===== src/rtl/ping_pong_scheduler_pkg.sv =====
// Shared types for the ping-pong scheduler.
//   sched_state_t : scheduler FSM encoding, also exported on the debug port.
//   Default widths for character address, seed word and in-flight counter.
package ping_pong_pkg;

  localparam int CHAR_ADDR_WIDTH_DEF = 16;
  localparam int PC_WIDTH_DEF        = 16;
  localparam int INFLIGHT_WIDTH_DEF  = 4;

  typedef enum logic [2:0] {
    IDLE   = 3'd0,
    SEED   = 3'd1,
    RUN    = 3'd2,
    SWITCH = 3'd3,
    DONE   = 3'd4
  } sched_state_t;

endpackage


===== src/rtl/ping_pong_scheduler_if.sv =====
// Signal bundle between the scheduler and its environment (engines, FIFOs,
// controller).
//   master : environment side (drives start/bounds, FIFO status, engine events)
//   slave  : scheduler side (drives seed leg, pop_enable, select, status)
//
// Handshake: the seed word is transferred on a cycle where seed_valid and
// fifo_cur_char_data_in_ready are both high. Once raised, seed_valid and
// seed_data stay stable until that cycle; ready may toggle freely.
interface ping_pong_scheduler_if #(
  parameter int CAW = 16,
  parameter int PCW = 16
);
  import ping_pong_pkg::*;

  logic           start;
  logic [CAW-1:0] start_char_addr;
  logic [CAW-1:0] end_char_addr;
  logic [PCW-1:0] seed_pc;
  logic           seed_valid;
  logic [PCW-1:0] seed_data;
  logic           fifo_cur_char_data_in_ready;
  logic           fifo_cur_char_data_in_valid;
  logic           fifo_cur_char_data_out_valid;
  logic           fifo_next_char_data_out_valid;
  logic           engine_fetch;
  logic           engine_retire;
  logic           engine_accept;
  logic           pop_enable;
  logic           cur_is_even_character;
  logic [CAW-1:0] cur_char_addr;
  logic           busy;
  logic           done;
  logic           accepted;
  logic           inflight_error;
  sched_state_t   dbg_state;

  modport master (
    output start, start_char_addr, end_char_addr, seed_pc,
    output fifo_cur_char_data_in_ready, fifo_cur_char_data_in_valid,
    output fifo_cur_char_data_out_valid, fifo_next_char_data_out_valid,
    output engine_fetch, engine_retire, engine_accept,
    input  seed_valid, seed_data, pop_enable, cur_is_even_character,
    input  cur_char_addr, busy, done, accepted, inflight_error, dbg_state
  );

  modport slave (
    input  start, start_char_addr, end_char_addr, seed_pc,
    input  fifo_cur_char_data_in_ready, fifo_cur_char_data_in_valid,
    input  fifo_cur_char_data_out_valid, fifo_next_char_data_out_valid,
    input  engine_fetch, engine_retire, engine_accept,
    output seed_valid, seed_data, pop_enable, cur_is_even_character,
    output cur_char_addr, busy, done, accepted, inflight_error, dbg_state
  );

endinterface


===== src/rtl/ping_pong_scheduler_inflight_tracker.sv =====
// Up/down counter of instructions fetched but not yet retired.
//   clk, rst : clock, synchronous active-high reset
//   clear    : zero the counter and the error flag
//   inc, dec : one fetch / one retire this cycle (both together cancel)
//   count    : current outstanding instructions
//   error    : sticky; set on increment at max or decrement at zero
module inflight_tracker #(
  parameter int W = 4
) (
  input  logic         clk,
  input  logic         rst,
  input  logic         clear,
  input  logic         inc,
  input  logic         dec,
  output logic [W-1:0] count,
  output logic         error
);

  logic [W-1:0] count_q, count_d;
  logic         error_q, error_d;

  always_comb begin
    count_d = count_q;
    error_d = error_q;
    if (clear) begin
      count_d = '0;
      error_d = 1'b0;
    end else if (inc && !dec) begin
      // Saturate rather than wrap so the drained test never sees a false zero.
      if (count_q == '1) error_d = 1'b1;
      else               count_d = count_q + W'(1);
    end else if (dec && !inc) begin
      if (count_q == '0) error_d = 1'b1;
      else               count_d = count_q - W'(1);
    end
  end

  always_ff @(posedge clk) begin
    if (rst) begin
      count_q <= '0;
      error_q <= 1'b0;
    end else begin
      count_q <= count_d;
      error_q <= error_d;
    end
  end

  assign count = count_q;
  assign error = error_q;

endmodule


===== src/rtl/ping_pong_scheduler.sv =====
// Sequences the even/odd ping-pong instruction FIFOs for one regex engine.
// Seeds the first instruction, lets engines pop the cur FIFO while the
// current character has work, and swaps cur/next once it is drained.
// Stops on accept, on an empty next FIFO, or after the last character.
//   clk, rst : clock, synchronous active-high reset
//   bus      : ping_pong_scheduler_if.slave (control, FIFO status, engine
//              events in; seed leg, pop_enable, select, address, status
//              and FSM state out). All outputs are registered.
module ping_pong_scheduler
  import ping_pong_pkg::*;
#(
  parameter int CHAR_ADDR_WIDTH = 16,
  parameter int PC_WIDTH        = 16,
  parameter int INFLIGHT_WIDTH  = 4
) (
  input  logic                  clk,
  input  logic                  rst,
  ping_pong_scheduler_if.slave  bus
);

  sched_state_t               state_q, state_d;
  logic [CHAR_ADDR_WIDTH-1:0] addr_q, addr_d;
  logic [CHAR_ADDR_WIDTH-1:0] end_q, end_d;
  logic [PC_WIDTH-1:0]        seed_q, seed_d;
  logic                       sel_q, sel_d;
  logic                       seed_valid_q, seed_valid_d;
  logic                       pop_enable_q, pop_enable_d;
  logic                       busy_q, busy_d;
  logic                       done_q, done_d;
  logic                       accepted_q, accepted_d;

  logic                       start_accept;
  logic                       drained;
  logic [INFLIGHT_WIDTH-1:0]  inflight;
  logic                       inflight_err;

  assign start_accept = (state_q == IDLE) && bus.start;

  inflight_tracker #(.W(INFLIGHT_WIDTH)) u_inflight (
    .clk   (clk),
    .rst   (rst),
    .clear (start_accept),
    .inc   (bus.engine_fetch),
    .dec   (bus.engine_retire),
    .count (inflight),
    .error (inflight_err)
  );

  // The current character is finished only when nothing is queued, nothing
  // is in an engine, and nothing is about to be pushed or popped this cycle.
  assign drained = !bus.fifo_cur_char_data_out_valid &&
                   (inflight == '0) &&
                   !bus.fifo_cur_char_data_in_valid &&
                   !bus.engine_fetch;

  always_comb begin
    state_d      = state_q;
    addr_d       = addr_q;
    end_d        = end_q;
    seed_d       = seed_q;
    sel_d        = sel_q;
    seed_valid_d = seed_valid_q;
    pop_enable_d = pop_enable_q;
    busy_d       = busy_q;
    done_d       = 1'b0;
    accepted_d   = accepted_q;

    if (state_q != IDLE && state_q != DONE && bus.engine_accept) begin
      // Accept wins over everything else while a match is active.
      state_d      = DONE;
      done_d       = 1'b1;
      busy_d       = 1'b0;
      pop_enable_d = 1'b0;
      seed_valid_d = 1'b0;
      accepted_d   = 1'b1;
    end else begin
      case (state_q)
        IDLE: begin
          if (bus.start) begin
            state_d      = SEED;
            addr_d       = bus.start_char_addr;
            end_d        = bus.end_char_addr;
            seed_d       = bus.seed_pc;
            sel_d        = 1'b1;
            seed_valid_d = 1'b1;
            busy_d       = 1'b1;
            accepted_d   = 1'b0;
          end
        end
        SEED: begin
          if (seed_valid_q && bus.fifo_cur_char_data_in_ready) begin
            state_d      = RUN;
            seed_valid_d = 1'b0;
            pop_enable_d = 1'b1;
          end
        end
        RUN: begin
          if (drained) begin
            if (!bus.fifo_next_char_data_out_valid || addr_q == end_q) begin
              state_d      = DONE;
              done_d       = 1'b1;
              busy_d       = 1'b0;
              pop_enable_d = 1'b0;
              accepted_d   = 1'b0;
            end else begin
              state_d      = SWITCH;
              pop_enable_d = 1'b0;
            end
          end
        end
        SWITCH: begin
          // Address wraps naturally at the top of the address space.
          state_d      = RUN;
          sel_d        = !sel_q;
          addr_d       = addr_q + CHAR_ADDR_WIDTH'(1);
          pop_enable_d = 1'b1;
        end
        DONE: begin
          state_d = IDLE;
        end
        default: begin
          state_d = IDLE;
        end
      endcase
    end
  end

  always_ff @(posedge clk) begin
    if (rst) begin
      state_q      <= IDLE;
      addr_q       <= '0;
      end_q        <= '0;
      seed_q       <= '0;
      sel_q        <= 1'b1;
      seed_valid_q <= 1'b0;
      pop_enable_q <= 1'b0;
      busy_q       <= 1'b0;
      done_q       <= 1'b0;
      accepted_q   <= 1'b0;
    end else begin
      state_q      <= state_d;
      addr_q       <= addr_d;
      end_q        <= end_d;
      seed_q       <= seed_d;
      sel_q        <= sel_d;
      seed_valid_q <= seed_valid_d;
      pop_enable_q <= pop_enable_d;
      busy_q       <= busy_d;
      done_q       <= done_d;
      accepted_q   <= accepted_d;
    end
  end

  assign bus.seed_valid            = seed_valid_q;
  assign bus.seed_data             = seed_q;
  assign bus.pop_enable            = pop_enable_q;
  assign bus.cur_is_even_character = sel_q;
  assign bus.cur_char_addr         = addr_q;
  assign bus.busy                  = busy_q;
  assign bus.done                  = done_q;
  assign bus.accepted              = accepted_q;
  assign bus.inflight_error        = inflight_err;
  assign bus.dbg_state             = state_q;

endmodule


===== src/flat_wrapper.sv =====
// flat-port wrapper written by rule: the top's interface ports become plain ports
module ping_pong_scheduler_flat import ping_pong_pkg::*;
#(
  parameter int CHAR_ADDR_WIDTH = 16,
  parameter int PC_WIDTH        = 16,
  parameter int INFLIGHT_WIDTH  = 4
)
  (clk, rst, bus_start, bus_start_char_addr, bus_end_char_addr, bus_seed_pc, bus_fifo_cur_char_data_in_ready, bus_fifo_cur_char_data_in_valid, bus_fifo_cur_char_data_out_valid, bus_fifo_next_char_data_out_valid, bus_engine_fetch, bus_engine_retire, bus_engine_accept, bus_seed_valid, bus_seed_data, bus_pop_enable, bus_cur_is_even_character, bus_cur_char_addr, bus_busy, bus_done, bus_accepted, bus_inflight_error, bus_dbg_state);
  ping_pong_scheduler_if #(.CAW(16), .PCW(16)) bus_i ();
  input  logic clk;
  input  logic rst;
  input wire logic [$bits(bus_i.start)-1:0] bus_start;
  input wire logic [$bits(bus_i.start_char_addr)-1:0] bus_start_char_addr;
  input wire logic [$bits(bus_i.end_char_addr)-1:0] bus_end_char_addr;
  input wire logic [$bits(bus_i.seed_pc)-1:0] bus_seed_pc;
  input wire logic [$bits(bus_i.fifo_cur_char_data_in_ready)-1:0] bus_fifo_cur_char_data_in_ready;
  input wire logic [$bits(bus_i.fifo_cur_char_data_in_valid)-1:0] bus_fifo_cur_char_data_in_valid;
  input wire logic [$bits(bus_i.fifo_cur_char_data_out_valid)-1:0] bus_fifo_cur_char_data_out_valid;
  input wire logic [$bits(bus_i.fifo_next_char_data_out_valid)-1:0] bus_fifo_next_char_data_out_valid;
  input wire logic [$bits(bus_i.engine_fetch)-1:0] bus_engine_fetch;
  input wire logic [$bits(bus_i.engine_retire)-1:0] bus_engine_retire;
  input wire logic [$bits(bus_i.engine_accept)-1:0] bus_engine_accept;
  output wire logic [$bits(bus_i.seed_valid)-1:0] bus_seed_valid;
  output wire logic [$bits(bus_i.seed_data)-1:0] bus_seed_data;
  output wire logic [$bits(bus_i.pop_enable)-1:0] bus_pop_enable;
  output wire logic [$bits(bus_i.cur_is_even_character)-1:0] bus_cur_is_even_character;
  output wire logic [$bits(bus_i.cur_char_addr)-1:0] bus_cur_char_addr;
  output wire logic [$bits(bus_i.busy)-1:0] bus_busy;
  output wire logic [$bits(bus_i.done)-1:0] bus_done;
  output wire logic [$bits(bus_i.accepted)-1:0] bus_accepted;
  output wire logic [$bits(bus_i.inflight_error)-1:0] bus_inflight_error;
  output wire logic [$bits(bus_i.dbg_state)-1:0] bus_dbg_state;
  assign bus_i.start = bus_start;
  assign bus_i.start_char_addr = bus_start_char_addr;
  assign bus_i.end_char_addr = bus_end_char_addr;
  assign bus_i.seed_pc = bus_seed_pc;
  assign bus_i.fifo_cur_char_data_in_ready = bus_fifo_cur_char_data_in_ready;
  assign bus_i.fifo_cur_char_data_in_valid = bus_fifo_cur_char_data_in_valid;
  assign bus_i.fifo_cur_char_data_out_valid = bus_fifo_cur_char_data_out_valid;
  assign bus_i.fifo_next_char_data_out_valid = bus_fifo_next_char_data_out_valid;
  assign bus_i.engine_fetch = bus_engine_fetch;
  assign bus_i.engine_retire = bus_engine_retire;
  assign bus_i.engine_accept = bus_engine_accept;
  assign bus_seed_valid = bus_i.seed_valid;
  assign bus_seed_data = bus_i.seed_data;
  assign bus_pop_enable = bus_i.pop_enable;
  assign bus_cur_is_even_character = bus_i.cur_is_even_character;
  assign bus_cur_char_addr = bus_i.cur_char_addr;
  assign bus_busy = bus_i.busy;
  assign bus_done = bus_i.done;
  assign bus_accepted = bus_i.accepted;
  assign bus_inflight_error = bus_i.inflight_error;
  assign bus_dbg_state = bus_i.dbg_state;
  ping_pong_scheduler #(.CHAR_ADDR_WIDTH(CHAR_ADDR_WIDTH), .PC_WIDTH(PC_WIDTH), .INFLIGHT_WIDTH(INFLIGHT_WIDTH)) u_core (.clk(clk), .rst(rst), .bus(bus_i));
endmodule

===== config.mk =====
export PLATFORM = sky130hd
export DESIGN_NAME = ping_pong_scheduler_flat
export DESIGN_NICKNAME = d
export VERILOG_FILES = /design/src/rtl/ping_pong_scheduler_pkg.sv /design/src/rtl/ping_pong_scheduler_if.sv /design/src/rtl/ping_pong_scheduler_inflight_tracker.sv /design/src/rtl/ping_pong_scheduler.sv /design/src/flat_wrapper.sv
export SDC_FILE = /design/constraint.sdc
export NUM_CORES = 1
export LEC_CHECK = 0
export ABC_CLOCK_PERIOD_IN_PS = 4100
export CORE_ASPECT_RATIO = 1.5
export CORE_MARGIN = 2
export CORE_UTILIZATION = 41
export DETAILED_ROUTE_END_ITERATION = 6
export PLACE_DENSITY = 0.74
export SYNTH_ARGS = -nofsm -noshare
export SYNTH_HDL_FRONTEND = slang
export SYNTH_SLANG_ARGS = --single-unit

===== constraint.sdc =====
create_clock -name clk -period 4.1 [get_ports clk]
set_input_delay 0.615 -clock clk [delete_from_list [all_inputs] [get_ports clk]]
set_output_delay 0.615 -clock clk [all_outputs]
set_load 0.1 [all_outputs]

# After elaboration in Yosys (flattened, before gate mapping)
# Index checks and enable logic that the tools add are counted.
# totals
regBits,62
inputBits,58
out_inout_bits,42
word_cells,105
# op_classes
add_sub_neg,3
n_eq_ne,17
n_mux,33
bitwise_logic,1
n_reduce_logical,38
# ops
op,count
$pmux W16 S2,1
$reduce_and A3 Y1,8
$add A16 B1 Y16 const B,1
$eq A16 B16 Y1,1
$mux W1,16
$mux W16,1
$mux W4,4
$mux W3,5
$pmux W3 S4,1
$reduce_bool A2 Y1,5
$logic_and A1 B1 Y1,9
$ne A3 B1 Y1 const B,3
$reduce_bool A3 Y1,3
$ne A2 B1 Y1 const B,4
$pmux W1 S2,4
$reduce_and A4 Y1,2
$eq A3 B2 Y1 const B,2
$logic_not A1 Y1,6
$ne A2 B2 Y1 const B,3
$ne A3 B3 Y1 const B,2
$add A4 B1 Y4 const B,1
$eq A4 B4 Y1 const B,1
$logic_not A4 Y1,1
$reduce_or A2 Y1,2
other kinds (6),6

# Depth between registers and ports, before layout
# Gate-level depths: netlist of the first run.
# logic_depth
word_depth,7
mapped_depth,9
mapped_depth_nobuf,9

# Modules after synthesis
# From an unflattened synthesis of the first run, not the netlist that was laid out.
# unflattened
cells_unflattened,386
area_unflattened_um2,3060.4
# by_module_without_submodules
module,n_inst,cells_each,area_per_inst_um2,seq_area_each_um2
ping_pong_scheduler,1,349,2715.1,1141.1
inflight_tracker,1,37,345.3,100.1

# Least setup slack after synthesis of the first run
# No wires, ideal clock.
# synth_timing
kind,flip-flop to flip-flop
start,"reg u_core.addr_q[4], in the netlist u_core.bus.cur_char_addr[4]"
end,"reg u_core.addr_q[12], in the netlist u_core.bus.cur_char_addr[12]"
setup_time_ns,0.086
arrival_time_ns,2.321
required_time_ns,4.014
path_slack_ns,1.693
stages_incl_launch_ff,7
path_buffers,1
period_less_slack_ns,2.407
path_cell_list,dfxtp_1 clkbuf_2 nand4_1 or3_1 o21ai_0 a21oi_1 a211oi_1
# synth_via
elab_chain_cells,2
# synth_lines
item,line_no,text
start: declaration,ping_pong_scheduler.sv:22,"logic [CHAR_ADDR_WIDTH-1:0] addr_q, addr_d;"
start signal: assignment,ping_pong_scheduler.sv:142,addr_q <= addr_d;
$add A16 B1 Y16,ping_pong_scheduler.sv:115,addr_d = addr_q + CHAR_ADDR_WIDTH'(1);
$pmux W16 S2,ping_pong_scheduler.sv:77,case (state_q)
# No other way between the ends.
# A chain may end at the register's enable or synchronous reset.

# Final worst setup path of the first run
# layout_timing
start,"reg u_core.state_q[1], in the netlist u_core.bus.dbg_state[1]"
end,out bus_dbg_state[1]
# layout_lines
item,line_no,text
start: declaration,ping_pong_scheduler.sv:21,"sched_state_t state_q, state_d;"
start signal: assignment,ping_pong_scheduler.sv:141,state_q <= state_d;
end: declaration,flat_wrapper.sv:32,output wire logic [$bits(bus_i.dbg_state)-1:0] bus_dbg_state;
# No word-level cell between the ends.

==> results.cfg, run 1 <==
[logic_synthesis]
synth_edf_count = 0
synth_ff_type = dfxtp_1
synth_top_area_frac = 0.419
yosysTopAreaCell = dfxtp_1
yosysUniqueCellTypes = 49
synth.area.top_cells = dfxtp_1, nand2_1, a21oi_1, xor2_1, nor2_1
synth_common_cells = nand2_1, dfxtp_1, a21oi_1
yosys_warnings = 0
syn_area_per_cell_um2 = 7.79
async_flop_share = 0
ys_ff_latch = 62
synthCells = 380
netlist_area_um2 = 2960
yosysMostFrequentCell = nand2_1
syn-num-nets = 443
ys_seq_area_frac = 0.419

[sta]
max_clock_freq_mhz = 354
setup_viol = 0
post-route-period-util = 0.688
max_slew.worst_pin.slew_ns = 0.993
skew_ns = 0.00828
period_needed_ns = 2.82
relSlewSlack = 0.336
hold_viol = 0
rsz0062_at_grt = no
report.final.slew_viol_count = 0
final.setup.tns_ns = 0

[power_and_ir_drop]
ir_drop_uv = 271
p_per_area_nw_per_um2 = 438
cellLeakagePower_uw = 0.00160

[route]
route.detailed.drc = 0
dr_total_vias = 2957
wl_per_cell_um = 14.2
drt_iter0_drc = 158
vias_per_cell = 5.35
drt-total-wl_mm = 7.86
first_pass_iters = 4
final_antenna_net_count = 0

[clock_network]
clkTransAtPathRegs_ns = 0.07
cts_root_buffer = clkbuf_8
hold_buffers = 0
cts_tree = built
htreeDepth = 3
clk_latency_ns = 0.33
numCtsBuffers = 9
clock-sinks = 62
clockBufferDepth = 2
cts_resized = 0
cts_setup_buffers = 0

[die]
die_w_um = 73.4
core_area_um2 = 7130
die_h_um = 108
initial_core_util = 0.415
die_area_um2 = 7930
num_rows = 38
ios = 100

[global_route]
antenna_found_initial = 0
grtUsageTotal = 0.204
grt_pass1_wl_mm = 12.7
gr-total-overflow = 0
grt_start_max_net_pins = 55
grt_pass1_vias = 2879

[worst_setup_path]
worstPathRequired_ns = 3.48
slowest_delay_ns = 1.23
slowest_stage = clkdlybuf4s50_1
critical_path.cell_chain = clkdlybuf4s50_1
endpoint_kind = primary output
startpoint_type = register
path_class = register to primary output
path_max_fanout = 15
cp_data_arrival_time_ns = 2.21
path_buf_inv = 1
critPathTopFamily = buffers and inverters

[placement]
gp_congestion = 0.879
dp_hpwl_mm = 5.60
portBuffers = 99

[layout]
fin_util = 0.586
n_antenna_cell = 0
syn2layout_area_growth_pct = 41.2
nets = 531
drive_gt1_frac = 0.0592

[flow_run]
cap_viol_max_count = 0

[run_status]
status = completed

[hold_path]
hold_class = register to register
==> metal layers <==
layer | global-route usage | part of all wire | vias up
met5 | 0 | 0 | -
met4 | 0.0792 | 0.012 | 0
met3 | 0.0447 | 0.052 | 9
met2 | 0.373 | 0.53 | 78
met1 | 0.224 | 0.40 | 1375
li1 | - | - | 1495
==> registers in the layout, summed over array words and instances (netlist names) <==
| register | flops |
|---|---|
| u_core.bus.busy | 1 |
| u_core.bus.seed_data | 16 |
| u_core.u_inflight.count | 4 |
| u_core.end_q | 16 |
| u_core.bus.pop_enable | 1 |
| u_core.u_inflight.error | 1 |
| u_core.bus.cur_is_even_character | 1 |
| u_core.bus.seed_valid | 1 |
| u_core.bus.cur_char_addr | 16 |
| u_core.bus.done | 1 |
| u_core.bus.dbg_state | 3 |
| u_core.bus.accepted | 1 |
==> worst min-delay path, delay by kind of cell (launching register included) <==
| family | cells | cell delay [ns] |
|---|---|---|
| AO/OA/AOI/OAI | 1 | 0.05 |
| flip-flops | 1 | 0.31 |
| AND/OR/NAND/NOR | 1 | 0.05 |
==> cell type report <==
cell class              count  area, µm²
clock inverters             6       70.1
clock buffers              10        138
well taps                  80        100
fillers                   669       2950
inverters                   3       11.3
repair buffers            102       1010
flip-flops and latches     62       1240
multi-input cells         290       1610
==> where the power goes <==
group          total [µW]  switching [µW]  internal, µW
clock                 550             250           300
sequential            712            59.0           653
combinational         572             383           189
total                1830             692          1140
==> stage by stage <==
step | hold slack [ns] | power, µW | setup WS, ns | area (µm²) | instances
after CTS | 0.457 | 1850 | 1.27 | 4180 | 553
after floorplan | 0.448 | 1130 | 1.69 | 2960 | 380
after detailed placement | 0.446 | 1300 | 1.19 | 3980 | 537
after global placement | 0.441 | 1290 | 1.31 | 3980 | 537
after global routing | 0.474 | 1920 | 1.20 | 4180 | 553
final | 0.455 | 1830 | 1.28 | 4180 | 553
==> final timing paths <==
kind	startpoint	endpoint	slack, ns	cells after the start
max	u_core.bus.dbg_state[1]	bus_dbg_state[1]	1.28	1
min	u_core.bus.seed_data[12]	u_core.bus.seed_data[12]	0.45	2
max reg2reg	u_core.bus.dbg_state[1]	u_core.bus.cur_char_addr[7]	1.93	5
min reg2reg	u_core.bus.seed_data[12]	u_core.bus.seed_data[12]	0.45	2
==> logic make-up after synthesis <==
family | count (synthesis) | share of synthesized area
and+or+nand+nor | 160 | 0.256
AOI/OAI and AO/OA | 104 | 0.199
DFF | 62 | 0.419
buffers and inverters | 28 | 0.0389
xor gates and xnor gates | 19 | 0.0562
adders and majority gates | 5 | 0.0237
muxes | 2 | 0.00676
==> layout by cell type (no fill, tap or decap), types with 2 or more instances in the layout <==
cell type,count
clkdlybuf4s50_1,98
nand2_1,84
dfxtp_1,62
a21oi_1,59
nor2_1,23
xor2_1,18
o21ai_0,17
clkbuf_8,10
nand3_1,9
nor4_1,7
nor3_1,7
a21o_1,5
a211oi_1,5
nand4_1,4
and3_1,4
a31oi_1,4
nand2b_1,4
ha_1,4
inv_1,3
nand3b_1,3
o22ai_1,3
clkinvlp_4,3
buf_4,3
o21a_1,2
nor2b_1,2
or3_1,2
mux2i_1,2
Power figures use the tool's default switching activity.
==> run 2: changes to the inputs <==
- ABC_CLOCK_PERIOD_IN_PS: 4100 -> 2420
- PLACE_DENSITY: 0.74 -> 0.77
- clock period: 4.1 -> 2.42 ns (I/O delays scaled with it)
==> run 2 against run 1 <==
  * Sequential share of layout area rose by 0.21 points
  * Worst hold slack about the same
  * Largest power group unchanged
  * Via count rose by 1.4%
  * Largest cell class unchanged
  * Combinational power grew 69%
==> results.cfg, run 2 (synthesis results as in run 1) <==
[global_route]
grt_start_max_net_pins = 35
grt_pass1_vias = 2995
grtUsageTotal = 0.208
grt_pass1_wl_mm = 13.1
gr-total-overflow = 0
antenna_found_initial = 0

[die]
core_area_um2 = 7130
die_w_um = 73.4
ios = 100
die_area_um2 = 7930
die_h_um = 108
num_rows = 38
initial_core_util = 0.415

[sta]
setup_viol = 0
final.setup.tns_ns = 0
max_slew.worst_pin.slew_ns = 0.629
layout_setup_ws_ns = 0.323
hold_viol = 0
post-route-period-util = 0.867
report.final.slew_viol_count = 0
max_clock_freq_mhz = 477
skew_ns = 0.00621
relSlewSlack = 0.581
rsz0062_at_grt = no
period_needed_ns = 2.10

[clock_network]
clockBufferDepth = 2
clkTransAtPathRegs_ns = 0.07
clk_latency_ns = 0.33
cts_root_buffer = clkbuf_8
clock-sinks = 62
numCtsBuffers = 9
cts_tree = built
cts_setup_buffers = 0
hold_buffers = 0
htreeDepth = 3
cts_resized = 0

[placement]
placed_cell_area_um2 = 3940
dp_hpwl_mm = 5.85
gp_congestion = 0.873
dpl_worst_slack_ns = -0.0127
post-place-cells = 546
portBuffers = 99

[run_status]
status = completed

[worst_setup_path]
slowest_delay_ns = 0.46
rrSetupSlack_ns = 0.54
cp_data_arrival_time_ns = 2.36
startpoint_type = input pin
endpoint_kind = register
critical_path.cell_chain = clkdlybuf4s50_1, inv_1, ha_1, inv_1, ha_1, a21o_1, a21oi_1, xnor2_1, or3_2, a21oi_1
critPathTopFamily = buffers and inverters
path_buf_inv = 3
path_max_fanout = 2
worstPathRequired_ns = 2.69
slowest_stage = clkdlybuf4s50_1
path_class = input pin to register

[layout]
instances_no_fill = 562
fin_util = 0.582
layout_commonest_cell = nand2_1
syn2layout_area_growth_pct = 40.2
n_antenna_cell = 0
final_cell_mix = nand2_1, dfxtp_1, a21oi_1
nets = 540
drive_gt1_frac = 0.160
stdcell_area_um2 = 4150

[route]
final_antenna_net_count = 0
wl_per_cell_um = 14.2
vias_per_cell = 5.33
drt-total-wl_mm = 8.00
drt_iter0_drc = 150
first_pass_iters = 4
route.detailed.drc = 0
dr_total_vias = 2998

[hold_path]
hold_class = register to register

[flow_run]
cap_viol_max_count = 0

[power_and_ir_drop]
cellLeakagePower_uw = 0.00173
p_per_area_nw_per_um2 = 763
ir_drop_uv = 467
[run 2: cell types whose count changed in the layout (fill, tap and decap cells not counted)]
cell / change
clkinv_4: -1
bufinv_16: +1
inv_6: -1
buf_4: +51
clkinvlp_4: -3
clkdlybuf4s50_1: -42
clkbuf_1: +2
clkinv_2: +2
[run 2: final timing paths]
| path | from | endpoint | depth (start not counted) |
|---|---|---|---|
| worst max-delay path | bus_engine_retire | u_core.u_inflight.count[3] | 10 |
| worst min-delay path | u_core.bus.seed_data[9] | u_core.bus.seed_data[9] | 2 |
| worst max register to register | u_core.bus.dbg_state[0] | u_core.bus.cur_char_addr[0] | 4 |
| worst min register to register | u_core.bus.seed_data[9] | u_core.bus.seed_data[9] | 2 |
[run 2: tightest hold or removal path: cells and delay by family, from the launching register on]
kind / cells / cell delay [ns]
simple gates: 1 / 0.05
flops: 1 / 0.31
compound gates: 1 / 0.05
[run 2: final cells by class]
class                   count  area, µm²
clock buffers              12        145
well taps                  80        100
repair buffers            111        971
inverters                   3       11.3
multi-input cells         290       1610
fillers                   652       2980
clock inverters             4       70.1
flip-flops and latches     62       1240
[run 2: per-stage QoR]
stage                     hold slack (ns)  total power [µW]
after global placement              0.442              2180
after detailed placement            0.448              2200
final                               0.455              3170
after global routing                0.477              3310
after floorplan                     0.448              1920
after CTS                           0.457              3200
[run 2: routing by layer]
layer / track usage / share of wire / vias to the layer above
met5: 0 / 0 / -
met4: 0.0792 / 0.016 / 0
met3: 0.0596 / 0.062 / 13
met2: 0.371 / 0.52 / 90
met1: 0.229 / 0.40 / 1385
li1: - / - / 1510
[run 2: report_power, final]
part	internal, µW	total, µW	switching (µW)	leakage [µW]
combinational	313	969	656	0.00111
clock	606	991	386	0.000110
sequential	1110	1210	101	0.000509
